<file path="src/rtl/if_unit_if.sv">
// ============================================================================
// if_unit_if : instruction-memory fetch bus (request/address out, data/ready in)
// Revision   : 1.0
// ============================================================================
`default_nettype none

interface if_unit_if;
  logic        imem_req;
  logic [15:0] imem_addr;
  logic [15:0] imem_rdata;
  logic        imem_ready;

  modport master (
    output imem_req,
    output imem_addr,
    input  imem_rdata,
    input  imem_ready
  );

  modport slave (
    input  imem_req,
    input  imem_addr,
    output imem_rdata,
    output imem_ready
  );
endinterface

`default_nettype wire

</file>
<file path="src/rtl/if_unit.sv">
// ============================================================================
// if_unit  : instruction fetch stage with IF/ID register, stall and redirect
// Revision : 1.0
// ============================================================================
`default_nettype none

module if_unit #(
  parameter logic [15:0] PC_RESET   = 16'h0000,
  parameter logic [15:0] NOP_INSTR  = 16'hF000,
  parameter logic [3:0]  HLT_OPCODE = 4'hF
) (
  input  logic        clk,
  input  logic        rst,
  input  logic        stall,
  input  logic        redirect_en,
  input  logic [15:0] redirect_pc,
  if_unit_if.master   imem,
  output logic [15:0] instr_out,
  output logic        if_valid,
  output logic [3:0]  cntrl_opcode,
  output logic [3:0]  branch_cond,
  output logic [3:0]  load_save_reg,
  output logic [3:0]  reg_rs,
  output logic [3:0]  reg_rt_arith,
  output logic [3:0]  arith_imm,
  output logic [7:0]  load_save_imm,
  output logic [11:0] call_target,
  output logic [15:0] PC_out,
  output logic        halted
);

  typedef enum logic [1:0] {
    FETCH = 2'd0,
    WAIT  = 2'd1,
    HALT  = 2'd2
  } state_t;

  state_t      state;
  logic [15:0] pc;
  logic        req;
  logic        accept;
  logic [15:0] pc_inc;

  // Request is combinational so a zero-wait memory sustains one fetch per cycle.
  always_comb begin
    req = 1'b0;
    case (state)
      FETCH:   req = ~stall;
      WAIT:    req = 1'b1;
      default: req = 1'b0;
    endcase
    if (rst) begin
      req = 1'b0;
    end
  end

  assign accept = req & imem.imem_ready;
  assign pc_inc = pc + 16'd1;

  assign imem.imem_req  = req;
  assign imem.imem_addr = pc;

  always_ff @(posedge clk) begin
    if (rst) begin
      pc        <= PC_RESET;
      instr_out <= NOP_INSTR;
      if_valid  <= 1'b0;
      PC_out    <= 16'h0000;
      halted    <= 1'b0;
      state     <= FETCH;
    end else if (redirect_en) begin
      pc        <= redirect_pc;
      instr_out <= NOP_INSTR;
      if_valid  <= 1'b0;
      halted    <= 1'b0;
      state     <= FETCH;
    end else if (stall) begin
      // Everything holds; a response landing in WAIT is dropped and re-requested.
      pc        <= pc;
    end else begin
      case (state)
        FETCH, WAIT: begin
          if (accept) begin
            instr_out <= imem.imem_rdata;
            if_valid  <= 1'b1;
            PC_out    <= pc_inc;
            pc        <= pc_inc;
            if (imem.imem_rdata[15:12] == HLT_OPCODE) begin
              state  <= HALT;
              halted <= 1'b1;
            end else begin
              state  <= FETCH;
            end
          end else begin
            instr_out <= NOP_INSTR;
            if_valid  <= 1'b0;
            state     <= WAIT;
          end
        end
        default: begin
          instr_out <= NOP_INSTR;
          if_valid  <= 1'b0;
          state     <= HALT;
        end
      endcase
    end
  end

  assign cntrl_opcode  = instr_out[15:12];
  assign branch_cond   = instr_out[11:8];
  assign load_save_reg = instr_out[11:8];
  assign reg_rs        = instr_out[7:4];
  assign reg_rt_arith  = instr_out[3:0];
  assign arith_imm     = instr_out[3:0];
  assign load_save_imm = instr_out[7:0];
  assign call_target   = instr_out[11:0];

endmodule

`default_nettype wire

</file>
<file path="src/flat_wrapper.sv">
// flat-port wrapper written by rule: the top's interface ports become plain ports
module if_unit_flat 
#(
  parameter logic [15:0] PC_RESET   = 16'h0000,
  parameter logic [15:0] NOP_INSTR  = 16'hF000,
  parameter logic [3:0]  HLT_OPCODE = 4'hF
)
  (clk, rst, stall, redirect_en, redirect_pc, instr_out, if_valid, cntrl_opcode, branch_cond, load_save_reg, reg_rs, reg_rt_arith, arith_imm, load_save_imm, call_target, PC_out, halted, imem_imem_req, imem_imem_addr, imem_imem_rdata, imem_imem_ready);
  if_unit_if imem_i ();
  input  logic clk;
  input  logic rst;
  input  logic stall;
  input  logic redirect_en;
  input  logic [15:0] redirect_pc;
  output logic [15:0] instr_out;
  output logic if_valid;
  output logic [3:0] cntrl_opcode;
  output logic [3:0] branch_cond;
  output logic [3:0] load_save_reg;
  output logic [3:0] reg_rs;
  output logic [3:0] reg_rt_arith;
  output logic [3:0] arith_imm;
  output logic [7:0] load_save_imm;
  output logic [11:0] call_target;
  output logic [15:0] PC_out;
  output logic halted;
  output wire logic [$bits(imem_i.imem_req)-1:0] imem_imem_req;
  output wire logic [$bits(imem_i.imem_addr)-1:0] imem_imem_addr;
  input wire logic [$bits(imem_i.imem_rdata)-1:0] imem_imem_rdata;
  input wire logic [$bits(imem_i.imem_ready)-1:0] imem_imem_ready;
  assign imem_imem_req = imem_i.imem_req;
  assign imem_imem_addr = imem_i.imem_addr;
  assign imem_i.imem_rdata = imem_imem_rdata;
  assign imem_i.imem_ready = imem_imem_ready;
  if_unit #(.PC_RESET(PC_RESET), .NOP_INSTR(NOP_INSTR), .HLT_OPCODE(HLT_OPCODE)) u_core (.clk(clk), .rst(rst), .stall(stall), .redirect_en(redirect_en), .redirect_pc(redirect_pc), .imem(imem_i), .instr_out(instr_out), .if_valid(if_valid), .cntrl_opcode(cntrl_opcode), .branch_cond(branch_cond), .load_save_reg(load_save_reg), .reg_rs(reg_rs), .reg_rt_arith(reg_rt_arith), .arith_imm(arith_imm), .load_save_imm(load_save_imm), .call_target(call_target), .PC_out(PC_out), .halted(halted));
endmodule
</file>
<file path="config.mk">
export PLATFORM = sky130hd
export DESIGN_NAME = if_unit_flat
export DESIGN_NICKNAME = d
export VERILOG_FILES = /design/src/rtl/if_unit_if.sv /design/src/rtl/if_unit.sv /design/src/flat_wrapper.sv
export SDC_FILE = /design/constraint.sdc
export NUM_CORES = 1
export LEC_CHECK = 0
export ABC_AREA = 0
export CAP_MARGIN = 25
export CELL_PAD_IN_SITES_DETAIL_PLACEMENT = 1
export CELL_PAD_IN_SITES_GLOBAL_PLACEMENT = 1
export CORE_MARGIN = 1.5
export CORE_UTILIZATION = 37
export DETAILED_ROUTE_END_ITERATION = 10
export DONT_BUFFER_PORTS = 1
export HOLD_SLACK_MARGIN = 0.15
export PLACE_DENSITY_LB_ADDON = 0.1
export SKIP_CTS_REPAIR_TIMING = 1
export SLEW_MARGIN = 5
export SYNTH_ARGS = -nofsm -noshare
export SYNTH_HDL_FRONTEND = slang
export SYNTH_SLANG_ARGS = --single-unit
export TNS_END_PERCENT = 10
</file>
<file path="constraint.sdc">
create_clock -name clk -period 2.98 [get_ports clk]
set_input_delay 0.149 -clock clk [delete_from_list [all_inputs] [get_ports clk]]
set_output_delay 0.149 -clock clk [all_outputs]
set_load 0.03 [all_outputs]
</file>
=== After elaboration in Yosys (flattened, before gate mapping) ===
Index checks and enable logic that the tools add are counted.

* Bits in registers: 52
* Input bits: 37
* Output and inout port bits: 95
* Logic and storage cells: 34

* $add $sub $neg: 1
* Eq/ne operators: 3
* Multiplexer cells: 13
* Bitwise operators: 3
* Reduce and logical (&&, ||, !) cells: 8

{| class="wikitable"
|+ Operators by type and width
! cell !! count
|-
| 2-to-1 mux 16 bit || 6
|-
| adder 16 x 1 -> 16 bit (second input constant) || 1
|-
| AND reduction 4 bit || 2
|-
| 2-to-1 mux 2 bit || 3
|-
| equality test 4 bit (second input constant) || 1
|-
| nonzero test 2 bit || 2
|-
| OR reduction 2 bit || 2
|-
| 2-to-1 mux 1 bit || 3
|-
| AND reduction 3 bit || 1
|-
| equality test 2 x 1 -> 1 bit (second input constant) || 1
|-
| logical NOT 2 bit || 1
|-
| != test 2 x 1 -> 1 bit (second input constant) || 1
|-
| inverter 1 bit || 2
|-
| one-hot mux 1 bit (2 select lines) || 1
|-
| AND 1 bit || 1
|}

=== Logic depth before layout (Yosys ltp) ===
* Word-level depth: 8
* Mapped depth: 7
* Gate-level depth less buffers: 5

=== Worst setup path before layout ===
Ideal clock, no wire load.

* Path kind: register to register
* From: register u_core.pc[2], in the netlist u_core.imem.imem_addr[2]
* To: register u_core.pc[15], in the netlist u_core.imem.imem_addr[15]
* Setup time: 0.091 ns
* Arrival: 2.117 ns
* Required time: 2.889 ns
* Slack: 0.772 ns
* Stages on the path, launching flop included: 7
* Path buffers: 2
* Clock period less this slack: 2.208 ns
* Path through: dfxtp_1 > clkbuf_1 > nand2_1 > or3_1 > clkbuf_2 > or4_1 > a311oi_1

* Cells in the longest elaborated chain, start to end: 5

{| class="wikitable"
|+ RTL lines
! item !! RTL line !! source
|-
| start: declaration || if_unit.sv:39 || <nowiki>logic [15:0] pc;</nowiki>
|-
| start signal: assignment || if_unit.sv:72 || <nowiki>pc <= redirect_pc;</nowiki>
|-
| start signal: assignment || if_unit.sv:79 || <nowiki>pc <= pc;</nowiki>
|-
| start signal: assignment || if_unit.sv:87 || <nowiki>pc <= pc_inc;</nowiki>
|-
| adder 16 x 1 -> 16 bit || if_unit.sv:58 || <nowiki>assign pc_inc = pc + 16'd1;</nowiki>
|-
| 2-to-1 mux 16 bit || if_unit.sv:83 || <nowiki>if (accept) begin</nowiki>
|-
| 2-to-1 mux 16 bit || if_unit.sv:81 || <nowiki>case (state)</nowiki>
|-
| 2-to-1 mux 16 bit || if_unit.sv:77 || <nowiki>end else if (stall) begin</nowiki>
|-
| 2-to-1 mux 16 bit || if_unit.sv:71 || <nowiki>end else if (redirect_en) begin</nowiki>
|}

Every way passes these cells. The select of a mux whose other input is x is not followed.
A chain may end at the register's enable or synchronous reset.

=== Worst setup path in the final report ===
* From: register u_core.pc[0], in the netlist u_core.imem.imem_addr[0]
* To: register u_core.PC_out[15]

* Cells in the longest elaborated chain, start to end: 1

{| class="wikitable"
|+ RTL lines
! item !! RTL line !! source
|-
| adder 16 x 1 -> 16 bit || if_unit.sv:58 ||
|-
| end signal: assignment || if_unit.sv:86 || <nowiki>PC_out <= pc_inc;</nowiki>
|-
| end: declaration || if_unit.sv:28 || <nowiki>output logic [15:0] PC_out,</nowiki>
|}

Every way passes these cells.

==> results.py <==
metrics = {
    "global_routing": {
        "grt_max_degree": 38,
        "overflow": 0,
        "grt_pass1_wl_um": 9520,
        "grt_antenna_before_repair": 0,
        "grt_pass1_vias": 1853,
        "grt_usage_pct": 16.4,
    },
    "floorplanning": {
        "initial_core_util_pct": 38.2,
        "io_pins": 132,
        "die_height_um": 86.8,
        "fp.dieW_um": 86.8,
        "core-area_um2": 6790,
        "rows": 30,
        "dieArea_um2": 7530,
    },
    "routing": {
        "drtAntennaViolNets": 0,
        "dr_total_vias": 2102,
        "vias_per_cell": 5.27,
        "drc": 0,
        "routed_wl_um": 6520,
        "firstDrtPassIters": 4,
        "drtIter0Drc": 63,
        "routedWlPerCell_um": 16.3,
    },
    "sta": {
        "post-route-period-util_pct": 83.5,
        "finalSetupViolations": 0,
        "setup_tns_ns": 0,
        "finClkSkew_ns": 0.00746,
        "hold_violations": 0,
        "worstMarginPinSlew_ns": 0.988,
        "final-max-slew-violation-count": 0,
        "layout_min_cycle_time_ns": 2.49,
        "maxSlewHeadroom_pct": 33.6,
        "timing.fmax_ghz": 0.402,
        "rsz0062_at_grt": "no",
    },
    "setup_path": {
        "worst-path-stages": 4,
        "path_delay_family": "simple AND/OR/NAND/NOR gates",
        "cp-end-kind": "register",
        "crit_fanout": 9,
        "worstReg2RegEnd": "u_core.PC_out[15]",
        "crit_arrival_ns": 2.70,
        "endpoint": "u_core.PC_out[15]",
        "r2r_slack_ns": 0.49,
        "critical_path_required_ns": 3.20,
        "worst-path-buf-inv": 0,
        "crit_path_top_delay_cell": "nor4b_1",
        "path_class": "reg2reg",
        "startpoint_type": "register",
        "cpPeakStageDelay_ns": 0.67,
        "reg2reg_depth": 4,
        "critPathLaunch": "u_core.imem.imem_addr[0]",
        "path_cells": "nand3_1, nor4b_1, or3b_2, a311oi_1",
        "rr_startpoint": "u_core.imem.imem_addr[0]",
    },
    "yosys": {
        "ys_seq_area_share_pct": 40.1,
        "synthAdderAreaFrac_pct": 0.482,
        "synth_xor_area_share_pct": 6.74,
        "netlist_instances": 305,
        "synth_top_family_by_area": "simple AND/OR/NAND/NOR gates",
        "syn_area_um2": 2600,
        "yosysUniqueCellTypes": 36,
        "muxShareOfSynthArea_pct": 0,
        "yosysWarnings": 0,
        "synth_nets": 343,
        "synth-compound-area-share_pct": 17.0,
        "syn_avg_cell_area_um2": 8.52,
        "yosys.area_share.simple_pct": 19.3,
        "ys_ff_latch": 52,
    },
    "clock_network": {
        "path_clk_slew_ns": 0.10,
        "clockBufferDepth": 2,
        "cts_tree": "yes",
        "cts_buffers": 5,
        "htree_levels": 2,
        "clkLatencyLatePin_ns": 0.30,
        "clock-root-buffer": "clkbuf_8",
        "cts_sinks": 52,
    },
    "layout": {
        "area_growth_pct": 13.0,
        "final_core_util_pct": 43.2,
        "design_area_um2": 2940,
        "drive_gt1_share_pct": 10.2,
        "fin_nets": 340,
        "antennaDiodeCount": 0,
    },
    "power_and_ir_drop": {
        "vdd_drop_max_mv": 0.217,
        "leakagePower_uw": 0.000983,
        "powerDensity_nw_per_um2": 496,
    },
    "status": {
        "status": "finished, final reports clean",
    },
    "place": {
        "port-buffer-count": 0,
        "hpwl_um": 4390,
        "gp_congestion": 0.717,
        "postPlaceCellArea_um2": 2440,
    },
    "flow_run": {
        "maxCapViolations": 0,
    },
    "hold_path": {
        "hold_class": "in2reg",
    },
}
-- layer usage --
| metal | track usage [%] | share of wire, % | vias to the layer above |
|---|---|---|---|
| met5 | 0 | 0 | - |
| met4 | 4.69 | 1.2 | 0 |
| met3 | 5.33 | 6.4 | 10 |
| met2 | 26.8 | 49 | 63 |
| met1 | 20.7 | 43 | 1005 |
| li1 | - | - | 1024 |
-- cell families (layout without fill, tap and decap cells) --
logic type	count (synthesis)	after routing
AND/OR/NAND/NOR	104	104
buffers and inverters	67	65
AO/OA/AOI/OAI	61	61
flip-flops	52	52
XOR/XNOR	20	20
adder cells (fa/ha/maj)	1	1
-- metrics by stage --
stage / setup slack (ns) / hold slack, ns / instances / total power, uW
after global routing: 0.321 / 0.254 / 399 / 1530
after global placement: 0.651 / 0.222 / 353 / 934
after detailed placement: 0.560 / 0.224 / 353 / 935
final: 0.491 / 0.225 / 399 / 1460
after floorplan: 0.772 / 0.270 / 305 / 921
after CTS: 0.526 / -0.107 / 361 / 1420
-- cell usage after synthesis --
library cell / n / area share, %
buf_6: 1 / 0.43
nand3_1: 6 / 1.2
a22oi_1: 12 / 3.5
and4_1: 2 / 0.67
clkbuf_1: 17 / 2.5
or3b_2: 2 / 0.67
nor4b_2: 1 / 0.58
and2_1: 1 / 0.24
nor2_1: 50 / 7.2
or4b_4: 1 / 0.53
a2111oi_0: 1 / 0.34
buf_4: 44 / 13
and3_1: 2 / 0.48
or4_1: 2 / 0.58
nor4_1: 2 / 0.48
o21ai_0: 7 / 1.3
dfxtp_1: 52 / 40
a21oi_1: 4 / 0.77
inv_1: 2 / 0.29
o31ai_1: 2 / 0.58
nand2_1: 18 / 2.6
xnor2_1: 8 / 2.7
nand4_1: 5 / 1.2
nor4b_1: 1 / 0.34
xor2_1: 12 / 4.0
a211oi_1: 19 / 5.5
o22ai_1: 4 / 0.96
a311oi_1: 10 / 3.4
o41ai_1: 2 / 0.67
or3_1: 7 / 1.7
buf_2: 1 / 0.19
ha_1: 1 / 0.48
or2_2: 1 / 0.24
buf_1: 1 / 0.14
clkbuf_2: 1 / 0.19
nor3_1: 3 / 0.58
-- power breakdown --
| group | switching (uW) | internal, uW |
|---|---|---|
| sequential | 75.7 | 720 |
| clock | 237 | 250 |
| combinational | 96.8 | 77.4 |
-- how the worst min path moves through the flow --
stage,from,to,slack [ns],depth (start not counted)
after detailed placement,rst,u_core.PC_out[0],0.22,1
after global routing,redirect_en,u_core.halted,0.25,2
after floorplan,redirect_en,u_core.instr_out[12],0.27,2
final,redirect_en,u_core.if_valid,0.23,2
after global placement,rst,u_core.PC_out[1],0.22,1
after CTS,rst,u_core.PC_out[1],-0.11,1
-- state kept, by name, summed over array words and instances (netlist names) --
signal	flops
u_core.instr_out	16
u_core.PC_out	16
u_core.state	2
u_core.if_valid	1
u_core.imem.imem_addr	16
u_core.halted	1
-- cells in the final DEF, fill, tap and decap left out, types with 2 or more instances in the layout --
cell type and instances:
or3_1 7, a211oi_1 19, nor3_1 3, inv_1 2, o41ai_1 2, xor2_1 12
nand3_1 6, o22ai_1 4, o21ai_0 7, dfxtp_1 52, nor4_1 2, buf_4 17
and3_1 2, nor2_1 49, xnor2_1 8, or3b_2 2, nand2_1 18, or4_1 2
o31ai_1 2, and4_1 2, clkbuf_8 5, a21oi_1 4, a22oi_1 12, a311oi_1 10
dlygate4sd3_1 37, nand4_1 5
-- cell type report --
type	instances	area [um2]
inverter	2	7.51
fill	800	3860
timing repair buffer	55	518
multi-input combinational	186	1140
clock inverter	2	35.0
sequential	52	1040
clock buffer	6	72.6
tap	96	120
No activity file was read; power rests on OpenSTA's default activity.
